--- src/rtl/ef_spi_slave_responder.sv ---
// SPI slave responder: oversampled SPI pins, MOSI bytes out on a
// valid/ready stream, MISO bytes from a one-deep TX holding register.
//
// Ports:
//   clk_i, rst_i          system clock, async active-high reset
//   sclk, csb, mosi       SPI pins from the master (asynchronous)
//   miso                  SPI data to the master
//   tx_data/valid/ready   byte to send (ready = holding reg empty)
//   rx_data/valid/ready   received byte stream
//   frame_active          frame in progress
//   overrun, underrun     pulses: RX byte dropped / 0xFF sent
// Build option: EF_SPI_SLAVE_RX_FIFO_EN selects a FIFO_DEPTH-entry
// RX FIFO instead of the single RX register.

module ef_spi_slave_responder #(
  parameter logic CPOL       = 1'b0,
  parameter logic CPHA       = 1'b0,
  parameter int   FIFO_DEPTH = 4
) (
  input  logic       clk_i,
  input  logic       rst_i,
  input  logic       sclk,
  input  logic       csb,
  input  logic       mosi,
  output logic       miso,
  input  logic [7:0] tx_data,
  input  logic       tx_valid,
  output logic       tx_ready,
  output logic [7:0] rx_data,
  output logic       rx_valid,
  input  logic       rx_ready,
  output logic       frame_active,
  output logic       overrun,
  output logic       underrun
);

  if (FIFO_DEPTH < 2 ||
      (FIFO_DEPTH & (FIFO_DEPTH - 1)) != 0) begin : g_bad_depth
    $error("FIFO_DEPTH must be a power of 2, >= 2");
  end

  typedef enum logic {
    IDLE,
    ACTIVE
  } state_t;

  localparam logic SAMPLE_RISE = ~(CPOL ^ CPHA);

  state_t      state;
  state_t      state_n;
  logic [2:0]  sclk_q;
  logic [2:0]  csb_q;
  logic [1:0]  mosi_q;
  logic        sclk_rise;
  logic        sclk_fall;
  logic        csb_rise;
  logic        csb_fall;
  logic        sample_edge;
  logic        launch_edge;
  logic        enter;
  logic        leave;
  logic        act;
  logic        smp;
  logic        lch;
  logic        load;
  logic        tx_wr;
  logic        byte_done;
  logic        skip;
  logic        hold_full;
  logic        miso_q;
  logic [2:0]  bit_cnt;
  logic [7:0]  hold_data;
  logic [7:0]  tx_shift;
  logic [7:0]  rx_shift;

  // csb flops reset low so a csb already low at reset
  // release never shows up as a falling edge.
  always_ff @(posedge clk_i or posedge rst_i) begin
    if (rst_i) begin
      sclk_q <= {3{CPOL}};
      csb_q  <= 3'b000;
      mosi_q <= 2'b00;
    end else begin
      sclk_q <= {sclk_q[1:0], sclk};
      csb_q  <= {csb_q[1:0], csb};
      mosi_q <= {mosi_q[0], mosi};
    end
  end

  assign sclk_rise = sclk_q[1] & ~sclk_q[2];
  assign sclk_fall = ~sclk_q[1] & sclk_q[2];
  assign csb_rise  = csb_q[1] & ~csb_q[2];
  assign csb_fall  = ~csb_q[1] & csb_q[2];

  assign sample_edge = SAMPLE_RISE ? sclk_rise : sclk_fall;
  assign launch_edge = SAMPLE_RISE ? sclk_fall : sclk_rise;

  always_ff @(posedge clk_i or posedge rst_i) begin
    if (rst_i) state <= IDLE;
    else       state <= state_n;
  end

  always_comb begin
    state_n = state;
    unique case (state)
      IDLE:   if (csb_fall) state_n = ACTIVE;
      ACTIVE: if (csb_rise) state_n = IDLE;
    endcase
  end

  assign enter = (state == IDLE) && csb_fall;
  assign leave = (state == ACTIVE) && csb_rise;
  assign act   = (state == ACTIVE) && !csb_rise;
  assign smp   = act && sample_edge;
  assign lch   = act && launch_edge;
  assign load  = enter || (act && byte_done);
  assign tx_wr = tx_valid && tx_ready;

  assign tx_ready     = ~hold_full;
  assign frame_active = (state == ACTIVE);
  assign miso         = miso_q;

  // skip: the next launch edge keeps the freshly loaded MSB.
  // CPHA=1 needs it on every load; CPHA=0 only between bytes,
  // where the trailing edge after the 8th sample follows a load.
  always_ff @(posedge clk_i or posedge rst_i) begin
    if (rst_i) begin
      bit_cnt   <= 3'd0;
      byte_done <= 1'b0;
      skip      <= 1'b0;
      rx_shift  <= 8'h00;
      tx_shift  <= 8'hFF;
      hold_full <= 1'b0;
      hold_data <= 8'h00;
      miso_q    <= 1'b1;
      underrun  <= 1'b0;
    end else begin
      underrun  <= 1'b0;
      byte_done <= smp && (bit_cnt == 3'd7);
      if (smp) begin
        rx_shift <= {rx_shift[6:0], mosi_q[1]};
        bit_cnt  <= bit_cnt + 3'd1;
      end
      if (leave) begin
        bit_cnt <= 3'd0;
        skip    <= 1'b0;
      end
      if (lch) begin
        if (skip) skip <= 1'b0;
        else tx_shift <= {tx_shift[6:0], 1'b1};
      end
      if (load) begin
        tx_shift <= hold_full ? hold_data : 8'hFF;
        underrun <= ~hold_full;
        skip     <= CPHA | ~enter;
      end
      if (load) hold_full <= 1'b0;
      if (tx_wr) begin
        hold_full <= 1'b1;
        hold_data <= tx_data;
      end
      miso_q <= (state == ACTIVE) ? tx_shift[7] : 1'b1;
    end
  end

`ifdef EF_SPI_SLAVE_RX_FIFO_EN
  localparam int AW = $clog2(FIFO_DEPTH);

  logic [7:0]  mem [FIFO_DEPTH];
  logic [AW-1:0] wptr;
  logic [AW-1:0] rptr;
  logic [AW:0]   cnt;
  logic          full;
  logic          pop;
  logic          push_ok;

  assign full     = (cnt == (AW+1)'(FIFO_DEPTH));
  assign pop      = rx_valid && rx_ready;
  assign push_ok  = byte_done && (!full || pop);
  assign rx_valid = (cnt != '0);
  assign rx_data  = mem[rptr];

  always_ff @(posedge clk_i or posedge rst_i) begin
    if (rst_i) begin
      wptr    <= '0;
      rptr    <= '0;
      cnt     <= '0;
      overrun <= 1'b0;
      for (int i = 0; i < FIFO_DEPTH; i++) mem[i] <= 8'h00;
    end else begin
      overrun <= byte_done && full && !pop;
      if (push_ok) begin
        mem[wptr] <= rx_shift;
        wptr      <= wptr + AW'(1);
      end
      if (pop) rptr <= rptr + AW'(1);
      unique case ({push_ok, pop})
        2'b10:   cnt <= cnt + (AW+1)'(1);
        2'b01:   cnt <= cnt - (AW+1)'(1);
        default: cnt <= cnt;
      endcase
    end
  end
`else
  always_ff @(posedge clk_i or posedge rst_i) begin
    if (rst_i) begin
      rx_data  <= 8'h00;
      rx_valid <= 1'b0;
      overrun  <= 1'b0;
    end else begin
      overrun <= 1'b0;
      if (byte_done) begin
        if (!rx_valid || rx_ready) begin
          rx_data  <= rx_shift;
          rx_valid <= 1'b1;
        end else begin
          overrun <= 1'b1;
        end
      end else if (rx_valid && rx_ready) begin
        rx_valid <= 1'b0;
      end
    end
  end
`endif

endmodule

--- config.mk ---
export PLATFORM = sky130hd
export DESIGN_NAME = ef_spi_slave_responder
export DESIGN_NICKNAME = d
export VERILOG_FILES = /design/src/rtl/ef_spi_slave_responder.sv
export SDC_FILE = /design/constraint.sdc
export NUM_CORES = 1
export LEC_CHECK = 0
export BUFFER_PORTS_ARGS = -buffer_cell sky130_fd_sc_hd__clkbuf_2
export CORE_MARGIN = 5
export CORE_UTILIZATION = 52
export DETAILED_ROUTE_END_ITERATION = 6
export PLACE_DENSITY = 0.85
export SYNTH_ARGS = -nofsm -noshare
export SYNTH_HDL_FRONTEND = slang
export SYNTH_SLANG_ARGS = --single-unit
--- constraint.sdc ---
create_clock -name clk_i -period 2 [get_ports clk_i]
set_input_delay 0.4 -clock clk_i [delete_from_list [all_inputs] [get_ports clk_i]]
set_output_delay 0.4 -clock clk_i [all_outputs]
set_load 0.02 [all_outputs]
Word-level counts from Yosys, hierarchy flattened --
Cells that the tools add are included.
Storage, ports and cells: bits in registers 51, input bits 15, output and inout port bits 14, logic and storage cells 73
Operators by class: equal/unequal tests 3, add/sub/neg operators 1, bitwise operators 11, mux-type cells 22, reductions and logical operators 20
Operators with widths (number):
- 2-to-1 mux 8 bit | 4
- 2-to-1 mux 1 bit | 15
- logical AND 1 bit | 9
- nonzero test 2 bit | 4
- inverter 1 bit | 7
- 2-to-1 mux 3 bit | 2
- AND reduction 2 bit | 3
- AND 1 bit | 4
- adder 3 x 1 -> 3 bit, second input constant | 1
- == test 3 bit, second input constant | 1
- zero test 1 bit | 2
- logical OR 1 bit | 2
- != test 2 x 1 -> 1 bit, second input constant | 1
- != test 2 bit, second input constant | 1
- one-hot mux 1 bit (2 select lines) | 1

Logic depth before layout (Yosys ltp) --
Gate-level depths: netlist (run 1).
depth in word-level cells 8, depth in mapped cells 6, mapped depth without buffers 4

Worst setup path after synthesis (run 1) --
No wires, ideal clock.
path kind flip-flop to flip-flop, from reg state, in the netlist frame_active, to reg hold_full, library setup time 128 ps, cell stages (with the launch flop) 6, slack 689 ps, period minus slack after synthesis 1311 ps, required time 1872 ps, arrival time 1184 ps, path through dfrtp_1 buf_6 nand2_4 o22ai_4 buf_6 o21bai_1
On the way: longest elaborated chain between the ends 4, elaborated cells on any way between the ends 6, classes of those cells bitwise (1); reduce/logical (5)
RTL lines:
- start, declared | RTL line 49 | state_t state;
- start signal, assigned | RTL line 100 | else state <= state_n;
- logical AND 1 bit or inverter 1 bit (tied branches)
- logical AND 1 bit (on tied branches) | RTL line 116, 111
- logical OR 1 bit * | RTL line 116 | assign load = enter || (act && byte_done);
- nonzero test 2 bit (no source line) *
- end signal, assigned | RTL line 133 | hold_full <= 1'b0;
- end signal, assigned | RTL line 157 | if (load) hold_full <= 1'b0;
- end signal, assigned | RTL line 159 | hold_full <= 1'b1;
- end, declared | RTL line 69 | logic hold_full;
Every way passes the cells marked *; elsewhere a longest branch is shown, timed or not. A chain may end at the register's enable or synchronous reset.

Worst setup path after layout (run 1) --
from reg state, in the netlist frame_active, to out frame_active
RTL lines:
- end, declared | RTL line 32 | output logic frame_active,
No word-level cell between the ends.

==> results of run 1 <==
==> flip-flops by register name, indices dropped and copies added, names as in the netlist <==
register and cells:
bit_cnt 3, byte_done 1, csb_q 3, frame_active 1, hold_data 8, hold_full 1
miso 1, mosi_q 2, overrun 1, rx_data 8, rx_shift 8, rx_valid 1
sclk_q 3, skip 1, tx_shift 8, underrun 1
==> layout make-up <==
cell class                 instances  area [µm²]
clock buffer                       8         100
fill                             306        1430
sequential                        51        1290
inverter                          14        52.6
tap                               48        60.1
multi-input combinational         88         623
timing repair buffer              30         168
==> Yosys cell counts, types with 2 or more instances <==
| master | number |
|---|---|
| a21oi_1 | 10 |
| mux2_2 | 16 |
| dfstp_2 | 9 |
| ha_1 | 2 |
| buf_2 | 2 |
| nand2b_1 | 3 |
| nand2_1 | 20 |
| nor2_1 | 2 |
| inv_1 | 14 |
| buf_6 | 2 |
| o21ai_0 | 10 |
| dfrtp_1 | 42 |
| buf_4 | 2 |
| nand3_1 | 3 |
| nand3b_1 | 2 |
| a32oi_1 | 7 |
==> worst max path at each step <==
stage / startpoint / endpoint / slack [ps] / cells after the start
global route: frame_active$_DFF_PP0_ / frame_active / 320 / 1
global placement: rx_ready / rx_data[0]$_DFFE_PP0P_ / 580 / 4
floorplan: rst_i / bit_cnt[0]$_DFFE_PP0P_ / 390 / 1
CTS: frame_active$_DFF_PP0_ / frame_active / 400 / 1
detailed placement: frame_active$_DFF_PP0_ / tx_shift[1]$_DFFE_PP1P_ / 530 / 4
finish: frame_active$_DFF_PP0_ / frame_active / 400 / 1
==> logic make-up after synthesis <==
logic type / share of synthesized area
compound gates: 0.0968
xor+xnor: 0.00435
fa+ha+maj: 0.0124
buf+inv: 0.0521
flops: 0.639
mux: 0.0894
simple gates: 0.106
==> power by group <==
part | switching [mW] | internal (mW)
clock | 0.293 | 0.316
combinational | 0.250 | 0.205
sequential | 0.156 | 1.34
==> routing by layer <==
metal  track usage  wire (µm)
met4        0.0501         41
met5             0          0
met2         0.213       1460
met1         0.187       1480
met3        0.0346        141
==> summary.md, run 1 <==
| Metric | Value |
|---|---|
| Status | `complete, no violations` |
| Antenna-violating nets left | `0` |
| TritonCTS Buffers | `5` |
| FF-to-FF setup slack | `roughly 510 ps` |
| Place WS | `530 ps` |
| RR Startpoint | `frame_active$_DFF_PP0_` |
| Synth Area per Inst | `12.6 µm²` |
| Die width | `about 72 µm` |
| IO Count | `29` |
| CTS Buffer Depth | `2` |
| Cell Area, Placed | `0.00219 mm²` |
| # diodes | `0` |
| Distinct cells, synth | `30` |
| Leak | `1.13 nW` |
| Clk_lat worst skew | `290 ps` |
| Post-CTS setup buffer count | `0` |
| Worst Clk Skew | `5.31 ps` |
| PnR Total Power | `about 2.6 mW` |
| Row cnt | `22` |
| CTS Sinks | `51` |
| Starting Density | `0.542` |
| Crit path max-delay family | `flip-flops` |
| Hold crit path type | `input port to asynchronous set/reset pin` |
| Placeable Area | `0.00372 mm²` |
| Detailed Routing Iterations Pass 1 | `4` |
| Worst path cell trace | `clkbuf_2` |
| Async set-or-reset flop fraction in the synthesized netlist | `1.00` |
| Final #Nets | `207` |
| Die area | `~0.0052 mm²` |
| CP Capture Type | `output port` |
| Cell Count, Final, Fillers Out | `239` |
| CP Data Arrival Time | `roughly 1200 ps` |
| Fmax | `624 MHz` |
| Synth Register Bits | `51` |
| Gate Count Post-Synth | `160` |
| Crit share post-route | `0.801` |
| Setup CP Type | `register to output port` |
| Vias in the first global route | `1226` |
| Commonest non-fill, non-tap cells in the layout | `dfrtp_1 (42), clkbuf_2 (28), nand2_1 (20)` |
| Vias/cell | `5.06` |
| Port buffer count | `28` |
| GRT Resource Usage Total | `0.137` |
| Ys Warns | `0` |
| Post-DP HPWL | `about 2.3 mm` |
| Area grow syn2layout | `13.7%` |
| Global route total overflow | `0` |
| RSZ-0062 raised after global routing | `false` |
| CTS H-tree depth | `2` |
| Dominant cell type by area after synthesis | `dfrtp_1` |
| Share of layout cells above drive strength 1 | `0.351` |
| Utilization after layout | `0.616` |
| # DRC | `0` |
| CTS tree | `done` |
| Number of enable flip-flop cells after synthesis | `0` |
| Final setup viols | `0` |
| Placer Congestion | `just under 0.8` |
| Actual slew at the worst max-slew pin | `503 ps` |
| Cell Pwr Density | `1120 mW/mm²` |
| Number of gates resized after cts | `0` |
| Final min period | `1600 ps` |
| Starting DRC count in detailed routing | `101` |
| Largest net degree at the start of global routing | `30` |
| Commonest non-fill, non-tap cell in the layout | `dfrtp_1` |
| Initial antenna violation count | `0` |
| Top cells by area, synth | `dfrtp_1 (52%), dfstp_2 (12%), mux2_2 (8.9%)` |
| Post-Syn Area | `0.00202 mm²` |
| Maximum VDD drop | `0.620 mV` |
| Max-cap violations | `0` |
| First-pass GRT wire length | `5.60 mm` |
| Crit start category | `register` |
| Final hold violation count | `0` |
| Syn Nets | `177` |
| Crit-path max FO | `12` |
| Crit path largest cell delay | `650 ps` |
| Pins Over Slew Limit | `0` |
| Routed wire per std cell | `roughly 13 µm` |
| WHS | `113 ps` |
| Register clock-pin slew on the reported worst setup and hold paths | `80 ps` |
| Ys flop type | `dfrtp_1` |
| Path depth of the worst reg2reg path | `4` |
| CP max-delay cell | `dfrtp_1` |
| Total number of vias | `1209` |
| CTS Hold Bufs | `0` |
| Root buffer cell | `clkbuf_8` |
| Final instance area | `0.00229 mm²` |
| Worst Path Required | `1600 ps` |
| Final wirelength | `3.12 mm` |
| WP buf/inv | `1` |
| Crit Reg-Reg Endpoint | `tx_shift[1]$_DFFE_PP1P_` |
| Synth top area share | `0.521` |
| Sequential area share after synthesis | `0.639` |
| Max-slew headroom | `0.664` |
| Fin worst setup slack | `398 ps` |
| Die H | `72.3 µm` |
| TNS Setup | `0 ps` |
| Cell count after placement | `roughly 230` |
(Power assumes the default switching activity.)
==> run 2: changes to the inputs <==
- clock period: 2 -> 1.5 ns (I/O delays scaled with it)
==> run 2 against run 1 <==
Clock power increased by 28%. Non-clock buffer count increased by 4. Register-to-register slack got worse by 410 ps. Sequential share of layout area decreased by 0.91 points. Combinational power increased by 39%. Design area increased by 1.7%. Cell count increased by 1.7%. Worst setup slack got worse by 340 ps. Critical endpoint unchanged. Sequential power increased by 34%. First-iteration DRC count decreased by 13%. Core utilization increased by 1.1 points. Clock skew increased by 1.5 ps.
==> summary.md, run 2 (synthesis results as in run 1) <==
| Metric | Value |
|---|---|
| Crit path largest cell delay | `490 ps (-160 ps)` |
| Cell Count, Final, Fillers Out | `243 (+1.7%)` |
| Starting Density | `0.542 (unchanged)` |
| Largest net degree at the start of global routing | `52 (+73%)` |
| Area grow syn2layout | `15.6%` |
| Root buffer cell | `clkbuf_8` |
| Detailed Routing Iterations Pass 1 | `4 (unchanged)` |
| Max-cap violations | `0 (unchanged)` |
| Crit share post-route | `0.963` |
| # diodes | `0 (unchanged)` |
| RSZ-0062 raised after global routing | `false` |
| CP Capture Type | `output port` |
| Final wirelength | `3.22 mm (+3.2%)` |
| IO Count | `29 (unchanged)` |
| Footprint of the multi-input gates | `624 µm² (+0.20%)` |
| Die area | `0.00522 mm² (unchanged)` |
| Pins Over Slew Limit | `0 (unchanged)` |
| Crit start category | `register` |
| Crit path max-delay family | `flip-flops` |
| FF-to-FF setup slack | `100 ps (-410 ps)` |
| Global route total overflow | `0 (unchanged)` |
| Clk_lat worst skew | `300 ps (about the same)` |
| WP buf/inv | `2 (+1)` |
| Cell count after placement | `234 (+1.3%)` |
| Maximum VDD drop | `0.786 mV (+27%)` |
| Max-slew headroom | `0.772 (+0.108)` |
| Placeable Area | `0.00372 mm² (unchanged)` |
| Cell Pwr Density | `1460 mW/mm² (+31%)` |
| Fill cells | `295 (-3.6%)` |
| Status | `complete, no violations` |
| Final #Nets | `211 (+1.9%)` |
| Crit-path max FO | `7 (-5)` |
| Commonest non-fill, non-tap cell in the layout | `dfrtp_1` |
| CP Data Arrival Time | `1140 ps (-60 ps)` |
| CTS Hold Bufs | `0 (unchanged)` |
| Die H | `72.3 µm (unchanged)` |
| Highest routed layer | `met4` |
| Share of layout cells above drive strength 1 | `0.374 (+0.0236)` |
| CTS tree | `done` |
| Met1 Routed Length | `1.38 mm (-6.7%)` |
| Actual slew at the worst max-slew pin | `341 ps (-161 ps)` |
| CP max-delay cell | `dfrtp_2` |
| Antenna-violating nets left | `0 (unchanged)` |
| Row cnt | `22 (unchanged)` |
| Routed wire per std cell | `13.3 µm (+1.5%)` |
| CTS Buffer Depth | `2 (unchanged)` |
| Worst Clk Skew | `6.84 ps (+1.54 ps)` |
| Fmax | `693 MHz` |
| Post-DP HPWL | `2.24 mm (-0.79%)` |
| Final hold violation count | `0 (unchanged)` |
| Final setup viols | `0 (unchanged)` |
| Worst Path Required | `1200 ps (-400 ps)` |
| FF+latch area | `0.00129 mm² (about the same)` |
| Vias/cell | `5.22 (+3.2%)` |
| Fin worst setup slack | `56.2 ps (-342 ps)` |
| Commonest non-fill, non-tap cells in the layout | `dfrtp_1 (41), clkbuf_2 (28), nand2_1 (20)` |
| # DRC | `0 (unchanged)` |
| Met3 wire length | `196 µm (+39%)` |
| CTS H-tree depth | `2 (unchanged)` |
| Leak | `1.15 nW (+1.3%)` |
| Total number of vias | `1268 (+4.9%)` |
| Hold crit path type | `input port to asynchronous set/reset pin` |
| Starting DRC count in detailed routing | `88 (-13%)` |
| Initial antenna violation count | `0 (unchanged)` |
| GRT Resource Usage Total | `0.132 (-0.00485)` |
| Worst path cell trace | `buf_4 > clkbuf_2` |
| Place WS | `56.7 ps (-474 ps)` |
| Die width | `72.3 µm (unchanged)` |
| Final min period | `1440 ps` |
| Placer Congestion | `0.772 (-0.30%)` |
| Register clock-pin slew on the reported worst setup and hold paths | `80 ps (about the same)` |
| Utilization after layout | `0.627 (+0.0108)` |
| TritonCTS Buffers | `5 (unchanged)` |
| Met2 wire length | `1.60 mm (+9.6%)` |
| Setup CP Type | `register to output port` |
| Vias in the first global route | `1245 (+1.5%)` |
| Port buffer count | `28 (unchanged)` |
| CTS Sinks | `51 (unchanged)` |
| TNS Setup | `0 ps (unchanged)` |
| First-pass GRT wire length | `5.35 mm (-4.4%)` |
-- run 2: timing repair --
action                     4_1_cts  5_1_grt
buffers inserted                 0        1
resized for setup                1        1
setup endpoints to repair        1        7
cloned                           0        0
pin swaps                        0        1
-- run 2: tightest hold or removal path, stage by stage --
cell and delay, ps:
clkbuf_2 100, clkinvlp_4 70, buf_12 240
-- run 2: where the power goes --
group	total, mW	switching [mW]	internal, mW
Sequential	1.99	0.203	1.78
Clock	0.778	0.405	0.372
Combinational	0.633	0.339	0.294
Total	3.40	0.948	2.45
-- run 2: per-layer routing --
metal  global-route usage  vias to the layer above
met4               0.0564                        0
met1                0.167                      620
li1                     -                      606
met5                    0                        -
met3               0.0374                        5
met2                0.214                       37
-- run 2: final timing paths --
kind	startpoint	to	cells past startpoint
setup / recovery	frame_active$_DFF_PP0_	frame_active	2
hold / removal	rst_i	hold_data[2]$_DFFE_PP0P_	3
setup reg to reg	skip$_DFF_PP0_	tx_shift[1]$_DFFE_PP1P_	4
hold reg to reg	mosi_q[0]$_DFF_PP0_	mosi_q[1]$_DFF_PP0_	0
max in group asynchronous	rst_i	tx_shift[7]$_DFFE_PP1P_	3
min in group clk_i	csb	csb_q[0]$_DFF_PP0_	1
-- run 2: stage by stage --
step	cell area, µm²	power [mW]	hold slack (ps)
floorplan	2020	2.45	331
global placement	2220	2.59	333
detailed placement	2220	2.64	335
CTS	2310	3.42	48.5
global route	2330	3.62	64.1
finish	2330	3.40	34.2
-- run 2: layout make-up --
cell class	count	area share
Sequential cell	51	0.553
Multi-Input combinational cell	88	0.268
Timing Repair Buffer	34	0.0902
Clock buffer	7	0.0370
Tap cell	48	0.0258
Inverter	14	0.0242
Clock inverter	1	0.00215
